## config.mk

```make
export PLATFORM = sky130hd
export DESIGN_NAME = cube3_flat
export DESIGN_NICKNAME = d
export VERILOG_FILES = /design/src/rtl/cube3_pkg.sv /design/src/rtl/cube3_if.sv /design/src/rtl/cube3_mul.sv /design/src/rtl/cube3.sv /design/src/flat_wrapper.sv
export SDC_FILE = /design/constraint.sdc
export NUM_CORES = 1
export LEC_CHECK = 0
export BUFFER_PORTS_ARGS = -buffer_cell sky130_fd_sc_hd__clkbuf_2
export CAP_MARGIN = 10
export CELL_PAD_IN_SITES_DETAIL_PLACEMENT = 1
export CELL_PAD_IN_SITES_GLOBAL_PLACEMENT = 1
export CORE_MARGIN = 3
export CORE_UTILIZATION = 45
export CTS_BUF_LIST = sky130_fd_sc_hd__clkbuf_4
export CTS_CLUSTER_DIAMETER = 80
export DETAILED_ROUTE_END_ITERATION = 8
export PLACE_DENSITY_LB_ADDON = 0.1
export SLEW_MARGIN = 20
export SYNTH_ARGS = -nofsm -noshare
export SYNTH_HDL_FRONTEND = slang
export SYNTH_SLANG_ARGS = --single-unit
export TNS_END_PERCENT = 20
```

## constraint.sdc

```tcl
create_clock -name clk_i -period 2.2 [get_ports clk_i]
set_input_delay 0.22 -clock clk_i [delete_from_list [all_inputs] [get_ports clk_i]]
set_output_delay 0.22 -clock clk_i [all_outputs]
set_load 0.01 [all_outputs]
```

## src/rtl/cube3_pkg.sv

```systemverilog
// Shared constants for the sequential cube unit: FSM encoding and derived widths.
package cube3_pkg;
    localparam logic [1:0] IDLE  = 2'd0;
    localparam logic [1:0] PASS1 = 2'd1;
    localparam logic [1:0] PASS2 = 2'd2;

    localparam int WIDTH_A_DEF = 4;
    localparam int RES_W       = 3 * WIDTH_A_DEF;
    localparam int CYCLES      = 2 * WIDTH_A_DEF;
endpackage

```

## src/rtl/cube3_if.sv

```systemverilog
// Start/busy handshake bundle shared with the cube-root block.
interface cube3_if #(parameter int WIDTH_A = 4);
    logic [WIDTH_A-1:0]   a_i;
    logic                 start_i;
    logic [3*WIDTH_A-1:0] y_bo;
    logic                 busy_o;

    modport master (output a_i, output start_i, input y_bo, input busy_o);
    modport slave  (input a_i, input start_i, output y_bo, output busy_o);
endinterface

```

## src/rtl/cube3_mul.sv

```systemverilog
// Serial shift-add multiplier, LSB first; the start edge already consumes bit 0,
// so a BW-bit multiplier finishes BW edges after (and including) the start edge.
module mul_shift_add #(
    parameter int AW = 8,
    parameter int BW = 4
) (
    input  logic           clk_i,
    input  logic           rst_i,
    input  logic           start_i,
    output logic           busy_o,
    input  logic [AW-1:0]  a_i,
    input  logic [BW-1:0]  b_i,
    output logic [AW+BW-1:0] y_bo
);
    localparam int PW = AW + BW;
    localparam int CW = $clog2(BW) + 1;

    logic [PW-1:0] mcand, acc, part;
    logic [BW-1:0] mplier;
    logic [CW-1:0] cnt;
    logic          busy;

    assign part   = mplier[0] ? mcand : '0;
    assign busy_o = busy;

    always_ff @(posedge clk_i or negedge rst_i) begin
        if (!rst_i) begin
            mcand  <= '0;
            acc    <= '0;
            mplier <= '0;
            cnt    <= '0;
            busy   <= 1'b0;
            y_bo   <= '0;
        end else if (busy) begin
            if (cnt == CW'(BW - 1)) begin
                y_bo <= acc + part;
                busy <= 1'b0;
            end else begin
                acc    <= acc + part;
                mcand  <= mcand << 1;
                mplier <= mplier >> 1;
                cnt    <= cnt + CW'(1);
            end
        end else if (start_i) begin
            mcand  <= PW'(a_i) << 1;
            mplier <= b_i >> 1;
            acc    <= b_i[0] ? PW'(a_i) : '0;
            cnt    <= CW'(1);
            busy   <= 1'b1;
        end
    end
endmodule

```

## src/rtl/cube3.sv

```systemverilog
// Sequential cube: one shared serial multiplier run twice (a*a, then (a*a)*a).
// busy_o spans exactly 2*WIDTH_A edges; y_bo only changes on completion.
module cube3 #(
    parameter int WIDTH_A = 4
) (
    input  logic clk_i,
    input  logic rst_i,
    cube3_if.slave bus
);
    import cube3_pkg::*;

    localparam int RW = 3 * WIDTH_A;

    logic [1:0]         state;
    logic [WIDTH_A-1:0] a_r;
    logic [RW-1:0]      y_r;
    logic               busy_r;

    logic                 mul_start, mul_busy;
    logic [2*WIDTH_A-1:0] mul_a;
    logic [WIDTH_A-1:0]   mul_b;
    logic [RW-1:0]        mul_y;

    // Pass 1 launches on the accepting edge straight from the bus; pass 2 reuses
    // the pass-1 product as multiplicand as soon as the multiplier goes idle.
    assign mul_start = (state == IDLE && bus.start_i) || (state == PASS1 && !mul_busy);
    assign mul_a     = (state == IDLE) ? {{WIDTH_A{1'b0}}, bus.a_i} : mul_y[2*WIDTH_A-1:0];
    assign mul_b     = (state == IDLE) ? bus.a_i : a_r;

    mul_shift_add #(.AW(2*WIDTH_A), .BW(WIDTH_A)) u_mul (
        .clk_i  (clk_i),
        .rst_i  (rst_i),
        .start_i(mul_start),
        .busy_o (mul_busy),
        .a_i    (mul_a),
        .b_i    (mul_b),
        .y_bo   (mul_y)
    );

    always_ff @(posedge clk_i or negedge rst_i) begin
        if (!rst_i) begin
            state  <= IDLE;
            a_r    <= '0;
            y_r    <= '0;
            busy_r <= 1'b0;
        end else begin
            case (state)
                IDLE: if (bus.start_i) begin
                    a_r    <= bus.a_i;
                    busy_r <= 1'b1;
                    state  <= PASS1;
                end
                PASS1: if (!mul_busy) state <= PASS2;
                PASS2: if (!mul_busy) begin
                    y_r    <= mul_y;
                    busy_r <= 1'b0;
                    state  <= IDLE;
                end
                default: state <= IDLE;
            endcase
        end
    end

    assign bus.y_bo   = y_r;
    assign bus.busy_o = busy_r;
endmodule

```

## src/flat_wrapper.sv

```systemverilog
// flat-port wrapper written by rule: the top's interface ports become plain ports
module cube3_flat import cube3_pkg::*;
#(
    parameter int WIDTH_A = 4
)
  (clk_i, rst_i, bus_a_i, bus_start_i, bus_y_bo, bus_busy_o);
  cube3_if #(.WIDTH_A(WIDTH_A)) bus_i ();
  input  logic clk_i;
  input  logic rst_i;
  input wire logic [$bits(bus_i.a_i)-1:0] bus_a_i;
  input wire logic [$bits(bus_i.start_i)-1:0] bus_start_i;
  output wire logic [$bits(bus_i.y_bo)-1:0] bus_y_bo;
  output wire logic [$bits(bus_i.busy_o)-1:0] bus_busy_o;
  assign bus_i.a_i = bus_a_i;
  assign bus_i.start_i = bus_start_i;
  assign bus_y_bo = bus_i.y_bo;
  assign bus_busy_o = bus_i.busy_o;
  cube3 #(.WIDTH_A(WIDTH_A)) u_core (.clk_i(clk_i), .rst_i(rst_i), .bus(bus_i));
endmodule
```

# After elaboration in Yosys (flattened, before gate mapping)
# Index checks and enable logic that the tools add are counted.
[op_classes]
n_reduce_logical = 13
div_mod_pow = 0
bitwise = 1
n_mux = 26
n_eq_ne = 7
multipliers = 0
n_lt_le_gt_ge = 0
add_sub_neg = 2
shifts = 0
[op_table]
columns = ["operator", "count"]
rows = [
  ["$mux W12", 7],
  ["$mux W4", 4],
  ["$mux W8", 2],
  ["$add A12 B12 Y12", 1],
  ["$mux W3", 3],
  ["$ne A2 B2 Y1 const B", 4],
  ["$reduce_and A2 Y1", 4],
  ["$mux W2", 3],
  ["$pmux W2 S3", 1],
  ["$reduce_and A3 Y1", 2],
  ["$mux W1", 5],
  ["$reduce_bool A2 Y1", 2],
  ["$add A3 B1 Y3 const B", 1],
  ["$eq A3 B2 Y1 const B", 1],
  ["$eq A2 B1 Y1 const B", 1],
  ["$eq A2 B2 Y1 const B", 1],
  ["$logic_and A1 B1 Y1", 2],
  ["$logic_not A2 Y1", 1],
  ["$pmux W1 S2", 1],
  ["$logic_not A1 Y1", 1],
  ["$logic_or A1 B1 Y1", 1],
  ["$not A1 Y1", 1],
]
[word_totals]
n_memories = 0
ram_bits = 0
register_bits = 63
inputBits = 7
latch_bits = 0
romBits = 0

# Longest topological paths before layout
# Gate-level depths: netlist of run 1.
[depth]
word_depth = 5
mapped_depth = 10
depth_no_buf = 9

# Modules after synthesis
# Synthesis of run 1 repeated with hierarchy kept, for this count alone.
[hier_totals]
cells_unflattened = 298
area_unflattened_um2 = 3186.8
[modules_own_cells]
columns = ["mod", "seq_area_each_um2", "area_each_um2", "cells_per_inst", "instances"]
rows = [
  ["mul_shift_add", 1051.0, 2309.7, 221, 1],
  ["cube3", 475.5, 877.1, 77, 1],
]

# Least setup slack after synthesis of run 1
# No wires, ideal clock.
[synth_timing]
path_kind = "reg-to-reg"
start = "register u_core.u_mul.mplier[0]"
end = "register u_core.u_mul.acc[11]"
t_required_ns = 2.080
slack_ns = -0.157
stages_incl_launch_ff = 11
setup_time_ns = 0.120
arrival_ns = 2.237
period_less_slack_ns = 2.357
cell_sequence = "dfrtp_1 -> clkbuf_1 -> and2_1 -> ha_1 -> inv_1 -> fa_1 -> nor2b_1 -> o311ai_1 -> a21bo_1 -> a31o_1 -> a31o_1"
[synth_via]
elab_chain_cells = 4
[synth_lines]
columns = ["element", "line_no", "rtl"]
rows = [
  ["start, declared", "cube3_mul.sv:19", "logic [BW-1:0] mplier;"],
  ["start signal, assigned", "cube3_mul.sv:41", "mplier <= mplier >> 1;"],
  ["start signal, assigned", "cube3_mul.sv:46", "mplier <= b_i >> 1;"],
  ["$mux W12", "cube3_mul.sv:23", "assign part = mplier[0] ? mcand : '0;"],
  ["$add A12 B12 Y12", "cube3_mul.sv:39", "acc <= acc + part;"],
  ["$mux W12", "cube3_mul.sv:35", "if (cnt == CW'(BW - 1)) begin"],
  ["$mux W12", "cube3_mul.sv:34", "end else if (busy) begin"],
  ["end signal, assigned", "cube3_mul.sv:39", ""],
  ["end signal, assigned", "cube3_mul.sv:47", "acc <= b_i[0] ? PW'(a_i) : '0;"],
  ["end, declared", "cube3_mul.sv:18", "logic [PW-1:0] mcand, acc, part;"],
]
# Every way passes these cells. The select of a mux whose other input is x is not followed.
# A chain may end at the register's enable or synchronous reset.

# Worst setup path in the final report of run 1
[layout_timing]
start = "register u_core.u_mul.mplier[0]"
end = "register u_core.u_mul.acc[7]"
# Same word-level chain as after synthesis.

==> impl_metrics.py, run 1 <==
metrics = {
    "worst_setup_path": {
        "cp_num_buf_inv": 1,
        "worst-path-max-fanout": 6,
        "crit_path_end_kind": "flop",
        "r2r-end": "u_core.u_mul.acc[7]$_DFFE_PN0P_",
        "worstSetupStartpointType": "flop",
        "crit_required_ns": 2.50,
        "cpPeakStageDelay_ns": 0.43,
        "r2r_cells": 9,
        "cp_slowest_cell": "dfrtp_2",
        "cpLargestDelayFamily": "compound AO/OA/AOI/OAI gates",
        "setup.worst_path.class": "reg2reg",
        "rr_startpoint": "u_core.u_mul.mplier[0]$_DFFE_PN0P_",
        "cp_data_arrival_time_ns": 2.54,
        "path_cells": "and2_4 > ha_4 > inv_2 > fa_2 > nor2b_4 > o2111a_2 > nor3_4 > xnor2_2 > a221o_1",
        "r2r_slack_ns": -0.04,
    },
    "detailed_routing": {
        "drtIter0Drc": 170,
        "drc": 0,
        "ant_nets": 0,
        "vias_per_cell": 5.819,
        "wl_per_cell_um": 20.20,
        "dr_total_vias": 2764,
        "first_pass_iters": 4,
        "drt-total-wl_um": 9597,
    },
    "logic_synthesis": {
        "synth_warnings": 0,
        "synth_top_area_share_pct": 46.35,
        "synth_fp_nets": 346,
        "yosysUniqueCellTypes": 54,
        "yosysMostFrequentCell": "dfrtp_1",
        "seq_area_frac_synth_pct": 46.35,
        "synth_common_cells": "dfrtp_1, nand2_1, mux2_2",
        "synthCells": 326,
        "ys.flop_type": "dfrtp_1",
        "ys_seq_elements": 61,
        "netlist_top_cells_area": "dfrtp_1, mux2_2, nand2_1",
        "ys_async_sr_fraction_pct": 100.0,
        "synth_top_area_cell": "dfrtp_1",
        "synth-edff-count": 0,
        "syn_area_per_cell_um2": 10.10,
        "syn_area_um2": 3293,
    },
    "power_and_ir_drop": {
        "leakagePower_nw": 1.889,
        "cellPowerDensity_nw_per_um2": 1415,
        "power_mw": 5.728,
        "ir_worst_vdd_v": 0.0006530,
    },
    "final_layout": {
        "num_antenna_cells": 0,
        "fin_nets": 395,
        "num-fill-cells": 771,
        "area_growth_pct": 22.95,
        "drive_above_1_share_pct": 32.72,
    },
    "global_route": {
        "grt_pass1_vias": 2849,
        "grt_remaining_overflow": 0,
        "track_usage_pct": 23.48,
        "grt_max_degree": 35,
        "antenna_found_initial": 0,
        "grt_pass1_wl_um": 15100,
    },
    "clocking": {
        "cts.sink_count": 61,
        "cts_made_buffers": 9,
        "clk_pin_slew_ns": 0.11,
        "cts-htree-levels": 3,
        "clk_latency_ns": 0.41,
        "cts_tree": "done",
        "cts_root_buf": "clkbuf_4",
        "cts_max_path_buffers": 2,
    },
    "hold_path": {
        "min_from": "bus_a_i[2]",
        "hold_path.class": "in2reg",
        "hold_path_end": "u_core.a_r[2]$_DFFE_PN0P_",
        "hold_depth": 2,
    },
    "floorplanning": {
        "design.die.area_um2": 8380,
        "core_um2": 6944,
        "rows": 30,
        "start_util_pct": 47.42,
        "ioPinCount": 20,
        "die_w_um": 91.55,
        "die_h_um": 91.55,
    },
    "timing": {
        "holdWs_ns": 0.06334,
        "slew_headroom_pct": 56.21,
        "tightestPinTransition_ns": 0.6569,
        "drv_slew": 0,
        "timing.final.crit_share_pct": 101.8,
        "fin_skew_ns": 0.02195,
        "rsz0062_at_grt": "true",
        "hold_violations": 0,
        "fmax_mhz": 446.6,
        "timing.final.crit_period_ns": 2.239,
        "setup_slack_ns": -0.03936,
        "setup_viol": 4,
    },
    "outcome": {
        "violations": "negative setup slack",
        "status": "complete, but fails checks",
    },
    "placement": {
        "hpwl_um": 6768,
        "portBuffers": 19,
        "gp_congestion": 0.8441,
    },
    "job": {
        "maxCapViolations": 0,
    },
}
registers in the layout (all words and copies together), names as in the netlist:
signal	cells
u_core.bus.y_bo	12
u_core.u_mul.acc	12
u_core.u_mul.y_bo	12
u_core.u_mul.mcand	11
u_core.a_r	4
u_core.u_mul.cnt	3
u_core.u_mul.mplier	3
u_core.state	2
u_core.bus.busy_o	1
u_core.u_mul.busy_o	1
metrics by stage:
step                      area (um2)  TNS [ns]  worst slack (ns)  util [%]  cells
final                           4049  -0.07954          -0.03936     58.31    475
after global routing            4049   -0.8344           -0.1244     58.31    475
after CTS                       3890  -0.06375          -0.03582     56.02    471
after detailed placement        3675   -0.1392          -0.06996     52.92    452
after global placement          3675  -0.05065          -0.03231     52.92    452
after floorplan                 3299         0          0.007497         -    326
placed cells by master (no fill, tap or decap), drive strengths merged, types with 6 or more instances in the layout:
cell type,n
nand3,20
clkbuf,27
nand2,44
nor2,13
dfrtp,61
ha,12
buf,35
mux2i,6
mux2,22
a21oi,12
and2,15
clkinv,6
o21ai,15
inv,9
power breakdown:
part           total [mW]  internal (mW)  switching [mW]
combinational        3.09           1.40            1.69
sequential           2.01           1.60           0.403
clock               0.628          0.215           0.413
total                5.73           3.22            2.51
cells by family (layout without fill, tap and decap cells):
group           count (synthesis)  after routing  synth area share [%]
simple gates                  119            119                 17.82
compound gates                 76             76                 17.21
flops                          61             61                 46.35
mux                            28             28                 9.347
buf+inv                        26             79                 3.305
fa+ha+maj                      13             13                 5.167
xor+xnor                        3              3                0.7980
timing repair:
item | in CTS | in global routing
setup buffers | 3 | 4
pin swaps | 8 | 20
hold buffers | 1 | 0
hold endpoints to repair | 27 | 0
setup endpoints to repair | 6 | 16
gates resized for setup | 15 | 25
worst max-delay path by stage:
stage,slack [ns],depth (start not counted),endpoint,start
floorplan,0.007,10,u_core.u_mul.acc[11]$_DFFE_PN0P_,u_core.u_mul.mplier[0]$_DFFE_PN0P_
global placement,-0.03,10,u_core.u_mul.y_bo[9]$_DFFE_PN0P_,u_core.u_mul.mplier[0]$_DFFE_PN0P_
detailed placement,-0.07,9,u_core.u_mul.acc[11]$_DFFE_PN0P_,u_core.u_mul.mplier[0]$_DFFE_PN0P_
CTS,-0.04,9,u_core.u_mul.acc[11]$_DFFE_PN0P_,u_core.u_mul.mplier[0]$_DFFE_PN0P_
global route,-0.12,9,u_core.u_mul.acc[7]$_DFFE_PN0P_,u_core.u_mul.mplier[0]$_DFFE_PN0P_
finish,-0.04,9,u_core.u_mul.acc[7]$_DFFE_PN0P_,u_core.u_mul.mplier[0]$_DFFE_PN0P_
final cells by class:
class,instances,area [um2],share of cell area [%]
Clock inverter,6,31.28,0.7726
Clock buffer,9,67.56,1.669
Sequential cell,61,1528,37.73
Timing Repair Buffer,54,392.9,9.703
Inverter,10,41.29,1.020
Multi-Input combinational cell,239,1868,46.14
Tap cell,96,120.1,2.967
routing by layer:
| layer | part of all wire [%] | vias up | track usage, % |
|---|---|---|---|
| met4 | 1.4 | 0 | 6.030 |
| met3 | 4.6 | 15 | 5.800 |
| li1 | - | 1274 | - |
| met1 | 47 | 1421 | 32.93 |
| met2 | 47 | 54 | 36.28 |
| met5 | 0 | - | 0 |
Note: power is estimated with default switching activity, not from simulation.
==> run 2, diff against run 1 <==
- SYNTH_HIERARCHICAL: not set -> 1
==> impl_metrics.py, run 2 <==
metrics = {
    "outcome": {
        "status": "complete, but fails checks",
        "violations": "negative setup slack",
    },
    "floorplanning": {
        "ioPinCount": 20,
        "die_w_um": 90.16,
        "design.die.area_um2": 8128,
        "die_h_um": 90.16,
        "start_util_pct": 46.65,
        "rows": 30,
        "core_um2": 6832,
    },
    "timing": {
        "slew_headroom_pct": 47.56,
        "rsz0062_at_grt": "true",
        "setup_viol": 4,
        "setup_slack_ns": -0.06180,
        "drv_slew": 0,
        "tightestPinTransition_ns": 0.7866,
        "hold_violations": 0,
        "timing.final.crit_share_pct": 102.8,
        "fmax_mhz": 442.1,
        "timing.final.crit_period_ns": 2.262,
        "fin_skew_ns": 0.01868,
    },
    "logic_synthesis": {
        "synth_top_family_by_area": "compound AO/OA/AOI/OAI gates",
        "ys_seq_elements": 61,
        "ys_async_sr_fraction_pct": 100.0,
        "netlist_top_cells_area": "dfrtp_1, mux2_2, ha_1",
        "synth_xor_area_share_pct": 2.473,
        "syn_area_um2": 3187,
        "ys.flop_type": "dfrtp_1",
        "synth_warnings": 6,
        "synth_compound_area_share_pct": 15.67,
        "synth_common_cells": "dfrtp_1, nand2_1, o21ai_0",
        "synth_fp_nets": 318,
        "yosysUniqueCellTypes": 47,
        "synth_top_area_share_pct": 47.90,
        "synth.area.mux_share_pct": 12.41,
        "synthAdderAreaFrac_pct": 5.340,
        "synth_simple_gate_area_share_pct": 13.31,
        "synth_top_area_cell": "dfrtp_1",
        "synthCells": 298,
        "yosysMostFrequentCell": "dfrtp_1",
        "seq_area_frac_synth_pct": 47.90,
        "syn_area_per_cell_um2": 10.69,
        "synth-edff-count": 0,
    },
    "clocking": {
        "cts_max_path_buffers": 2,
        "clk_pin_slew_ns": 0.12,
        "cts_tree": "done",
        "cts_root_buf": "clkbuf_4",
        "cts_made_buffers": 9,
        "cts.sink_count": 61,
        "clk_latency_ns": 0.40,
        "cts-htree-levels": 3,
    },
    "worst_setup_path": {
        "crit_required_ns": 2.54,
        "worstSetupStartpointType": "flop",
        "cp_data_arrival_time_ns": 2.61,
        "setup.worst_path.class": "reg2reg",
        "worst-path-max-fanout": 5,
        "crit_path_end_kind": "flop",
    },
    "final_layout": {
        "final_common_cell": "dfrtp_1",
        "area_growth_pct": 16.53,
        "final_area_um2": 3714,
        "num_antenna_cells": 0,
        "num-fill-cells": 776,
        "fin_nets": 357,
        "mostFrequentLayoutCells": "dfrtp_1, nand2_1, o21ai_0, mux2_2, buf_4",
        "drive_above_1_share_pct": 29.53,
        "instances_no_fill": 438,
        "layout.area.seq_um2": 1526,
        "top_regs": "u_core/bus.y_bo: 12 flops, u_core/u_mul/acc: 12 flops, u_core/u_mul/y_bo: 12 flops",
        "multi_input_area_um2": 1609,
    },
    "global_route": {
        "track_usage_pct": 20.54,
        "grt_remaining_overflow": 0,
        "grt_pass1_vias": 2506,
        "grt_max_degree": 62,
        "grt_pass1_wl_um": 13250,
        "antenna_found_initial": 0,
    },
    "detailed_routing": {
        "ant_nets": 0,
        "drt-total-wl_um": 7735,
        "top_layer": "met4",
        "drc": 0,
        "dr_total_vias": 2368,
        "wl_met1_um": 4044,
        "wl_per_cell_um": 17.66,
        "drtIter0Drc": 93,
        "met3_wirelength_um": 188,
        "vias_per_cell": 5.406,
        "first_pass_iters": 4,
        "wl_met2_um": 3376,
    },
    "power_and_ir_drop": {
        "leakagePower_nw": 1.806,
        "power_mw": 4.951,
        "cellPowerDensity_nw_per_um2": 1333,
        "ir_worst_vdd_v": 0.0006464,
    },
    "placement": {
        "dp.cells": 421,
        "gp_congestion": 0.8544,
        "dpl_worst_slack_ns": -0.06607,
        "portBuffers": 19,
        "hpwl_um": 5503,
        "placed_area_um2": 3511,
    },
    "job": {
        "maxCapViolations": 0,
    },
    "hold_path": {
        "hold_path.class": "in2reg",
    },
}
run 2: metrics by stage:
step	TNS [ns]	util (%)	hold WS (ns)
3_5_place_dp	-0.1543	51.39	0.4484
5_1_grt	-0.9430	54.36	0.03510
2_1_floorplan	-0.2078	-	-0.07559
3_3_place_gp	-0.02493	51.39	0.4338
6_report	-0.1336	54.36	0.05714
4_1_cts	-0.1058	53.96	0.03620
run 2: final cells by class:
type                            count  area share [%]
Multi-Input combinational cell    216           43.33
Sequential cell                    61           41.11
Timing Repair Buffer               43           7.480
Tap cell                           96           3.234
Clock inverter                      7           2.426
Clock buffer                        9           1.819
Inverter                            6          0.6065
run 2: timing repair:
action                                  in CTS  in global routing
hold buffers                                 1                  0
endpoints found under the setup margin       3                 13
gates resized for setup                      4                  5
buffers inserted                             0                  0
pin swaps                                    1                  1
gates cloned                                 0                  0
endpoints found under the hold margin       21                  0
run 2: metal layers:
metal / vias to the layer above / GRT usage (%)
met2: 24 / 30.49
met4: 0 / 7.398
met1: 1193 / 30.44
met3: 13 / 3.096
met5: - / 0
li1: 1138 / -
run 2: cell families after synthesis:
group,count (synthesis)
AOI/OAI and AO/OA,78
muxes,36
DFF,61
and+or+nand+nor,80
buffers and inverters,21
xor gates and xnor gates,9
adders and majority gates,13
run 2: path summary, 6_finish.rpt:
check,endpoint,slack (ns),cells past startpoint,start
worst min register to register,u_core/a_r[0]$_DFFE_PN0P_,0.51,1,u_core/a_r[0]$_DFFE_PN0P_
worst max register to register,u_core/u_mul/acc[11]$_DFFE_PN0P_,-0.06,10,u_core/u_mul/mplier[0]$_DFFE_PN0P_
max in group asynchronous,u_core/u_mul/mcand[2]$_DFFE_PN0P_,1.16,3,rst_i
worst min-delay path,u_core/a_r[1]$_DFFE_PN0P_,0.06,2,bus_a_i[1]
worst max-delay path,u_core/u_mul/acc[11]$_DFFE_PN0P_,-0.06,10,u_core/u_mul/mplier[0]$_DFFE_PN0P_
min in group asynchronous,u_core/u_mul/cnt[0]$_DFFE_PN0P_,0.51,3,rst_i
run 2: where the power goes:
part | switching [mW] | total, mW | internal, mW
clock network | 0.448 | 0.903 | 0.455
logic | 1.24 | 2.21 | 0.971
registers | 0.298 | 1.84 | 1.54
run 2: worst max-delay path: stages, from the launching register on:
cell and delay [ns]:
dfrtp_1 0.41, and2_1 0.15, ha_2 0.18, inv_2 0.04, fa_2 0.36, nor2b_4 0.13
o31a_1 0.22, o311a_1 0.19, o221ai_2 0.11, or3_1 0.33, nand3_1 0.09
==> run 3, diff against run 2 <==
- CELL_PAD_IN_SITES_DETAIL_PLACEMENT: 1 -> 0
- CELL_PAD_IN_SITES_GLOBAL_PLACEMENT: 1 -> 2
- CORE_UTILIZATION: 45 -> 38
==> impl_metrics.py, run 3 (synthesis results as in run 2) <==
metrics = {
    "worst_setup_path": {
        "cp_data_arrival_time_ns": 2.48,
        "crit_required_ns": 2.48,
        "r2r-end": "u_core/u_mul/y_bo[11]$_DFFE_PN0P_",
        "worst-path-max-fanout": 3,
        "crit_path_end": "u_core/u_mul/y_bo[11]$_DFFE_PN0P_",
        "worstSetupStartpointType": "flop",
        "rr_startpoint": "u_core/u_mul/mplier[0]$_DFFE_PN0P_",
        "critPathLaunch": "u_core/u_mul/mplier[0]$_DFFE_PN0P_",
        "setup.worst_path.class": "reg2reg",
        "r2r_slack_ns": -0.002,
        "r2r_cells": 10,
        "crit_path_end_kind": "flop",
    },
    "final_layout": {
        "multi_input_area_um2": 1645,
        "mostFrequentLayoutCells": "dfrtp_1, nand2_1, o21ai_0",
        "final_common_cell": "dfrtp_1",
        "num-fill-cells": 782,
        "fin_nets": 361,
        "area_growth_pct": 18.30,
        "top_regs": "u_core/bus.y_bo: 12 flops, u_core/u_mul/acc: 12 flops, u_core/u_mul/y_bo: 12 flops",
        "layout.area.seq_um2": 1526,
        "instances_no_fill": 448,
        "num_antenna_cells": 0,
        "drive_above_1_share_pct": 30.92,
    },
    "detailed_routing": {
        "drt-total-wl_um": 7198,
        "drtIter0Drc": 58,
        "dr_total_vias": 2331,
        "vias_per_cell": 5.203,
        "first_pass_iters": 4,
        "ant_nets": 0,
        "drc": 0,
        "wl_per_cell_um": 16.07,
    },
    "clocking": {
        "cts_made_buffers": 9,
        "clk_pin_slew_ns": 0.11,
        "cts_root_buf": "clkbuf_4",
        "cts.sink_count": 61,
        "cts-htree-levels": 3,
        "cts_max_path_buffers": 2,
        "cts_tree": "done",
        "clk_latency_ns": 0.40,
    },
    "floorplanning": {
        "die_h_um": 97.58,
        "start_util_pct": 40.20,
        "die_w_um": 97.58,
        "rows": 32,
        "ioPinCount": 20,
        "core_um2": 7928,
        "design.die.area_um2": 9521,
    },
    "timing": {
        "rsz0062_at_grt": "true",
        "drv_slew": 0,
        "tightestPinTransition_ns": 0.7576,
        "setup_viol": 1,
        "timing.final.crit_period_ns": 2.202,
        "slew_headroom_pct": 49.49,
        "fin_skew_ns": 0.01312,
        "setup_slack_ns": -0.002337,
        "hold_violations": 0,
        "timing.final.crit_share_pct": 100.1,
        "fin_tns_setup_ns": -0.002337,
        "fmax_mhz": 454.1,
    },
    "outcome": {
        "status": "complete, but fails checks",
        "violations": "negative setup slack",
    },
    "power_and_ir_drop": {
        "ir_worst_vdd_v": 0.0005052,
        "leakagePower_nw": 1.831,
        "cellPowerDensity_nw_per_um2": 1292,
        "power_mw": 4.871,
    },
    "global_route": {
        "grt_max_degree": 33,
        "track_usage_pct": 16.54,
        "grt_pass1_vias": 2433,
        "antenna_found_initial": 0,
        "grt_pass1_wl_um": 12430,
        "grt_remaining_overflow": 0,
    },
    "placement": {
        "gp_congestion": 0.8284,
        "portBuffers": 19,
        "hpwl_um": 5274,
        "dp.cells": 428,
    },
    "job": {
        "maxCapViolations": 0,
    },
    "hold_path": {
        "hold_path.class": "in2reg",
    },
}
run 3: worst min-delay path by stage:
stage / cells past startpoint / slack [ns] / start / endpoint
6_report: 2 / 0.06 / bus_a_i[2] / u_core/a_r[2]$_DFFE_PN0P_
5_1_grt: 2 / 0.04 / bus_a_i[3] / u_core/a_r[3]$_DFFE_PN0P_
3_3_place_gp: 1 / 0.33 / rst_i / u_core/bus.y_bo[3]$_DFFE_PN0P_
3_5_place_dp: 1 / 0.33 / rst_i / u_core/bus.y_bo[2]$_DFFE_PN0P_
4_1_cts: 2 / 0.04 / bus_a_i[2] / u_core/a_r[2]$_DFFE_PN0P_
2_1_floorplan: 0 / -0.08 / rst_i / u_core/a_r[0]$_DFFE_PN0P_
run 3: repair_timing:
item / in CTS / in global routing
gates resized for setup: 4 / 12
endpoints found under the setup margin: 3 / 12
hold buffers: 1 / 0
pin swaps: 6 / 8
setup buffers: 1 / 2
hold endpoints to repair: 29 / 0
run 3: power breakdown:
part | internal, mW | switching [mW]
sequential | 1.54 | 0.327
clock | 0.330 | 0.411
combinational | 1.06 | 1.20
run 3: critical path, stage by stage, from the launching register on:
cell,delay [ns]
dfrtp_1,0.41
and2_4,0.15
ha_4,0.15
inv_2,0.05
fa_2,0.23
nor2b_4,0.05
o31a_1,0.27
o311a_1,0.31
o221ai_2,0.22
xor2_1,0.17
o21ai_1,0.07
run 3: metal layers:
layer | routed length [um] | vias to the layer above | GRT usage (%)
li1 | - | 1161 | -
met1 | 3816 | 1131 | 23.30
met2 | 3103 | 28 | 24.99
met3 | 176 | 11 | 3.302
met4 | 102 | 0 | 6.390
met5 | 0 | - | 0
run 3: layout make-up:
cell class,instances,area share (%)
timing repair buffer,47,8.596
clock buffer,9,1.792
tap,102,3.385
sequential,61,40.49
clock inverter,7,1.494
multi-input combinational,216,43.64
inverter,6,0.5974
run 3: metrics by stage:
| step | setup slack (ns) | hold slack (ns) | area [um2] | util (%) |
|---|---|---|---|---|
| 2_1_floorplan | -0.08921 | -0.07559 | 3191 | - |
| 3_3_place_gp | 0.009854 | 0.3326 | 3538 | 44.63 |
| 3_5_place_dp | -0.04867 | 0.3317 | 3538 | 44.63 |
| 4_1_cts | -0.06325 | 0.03587 | 3686 | 46.50 |
| 5_1_grt | -0.1590 | 0.03692 | 3770 | 47.55 |
| 6_report | -0.002337 | 0.06136 | 3770 | 47.55 |
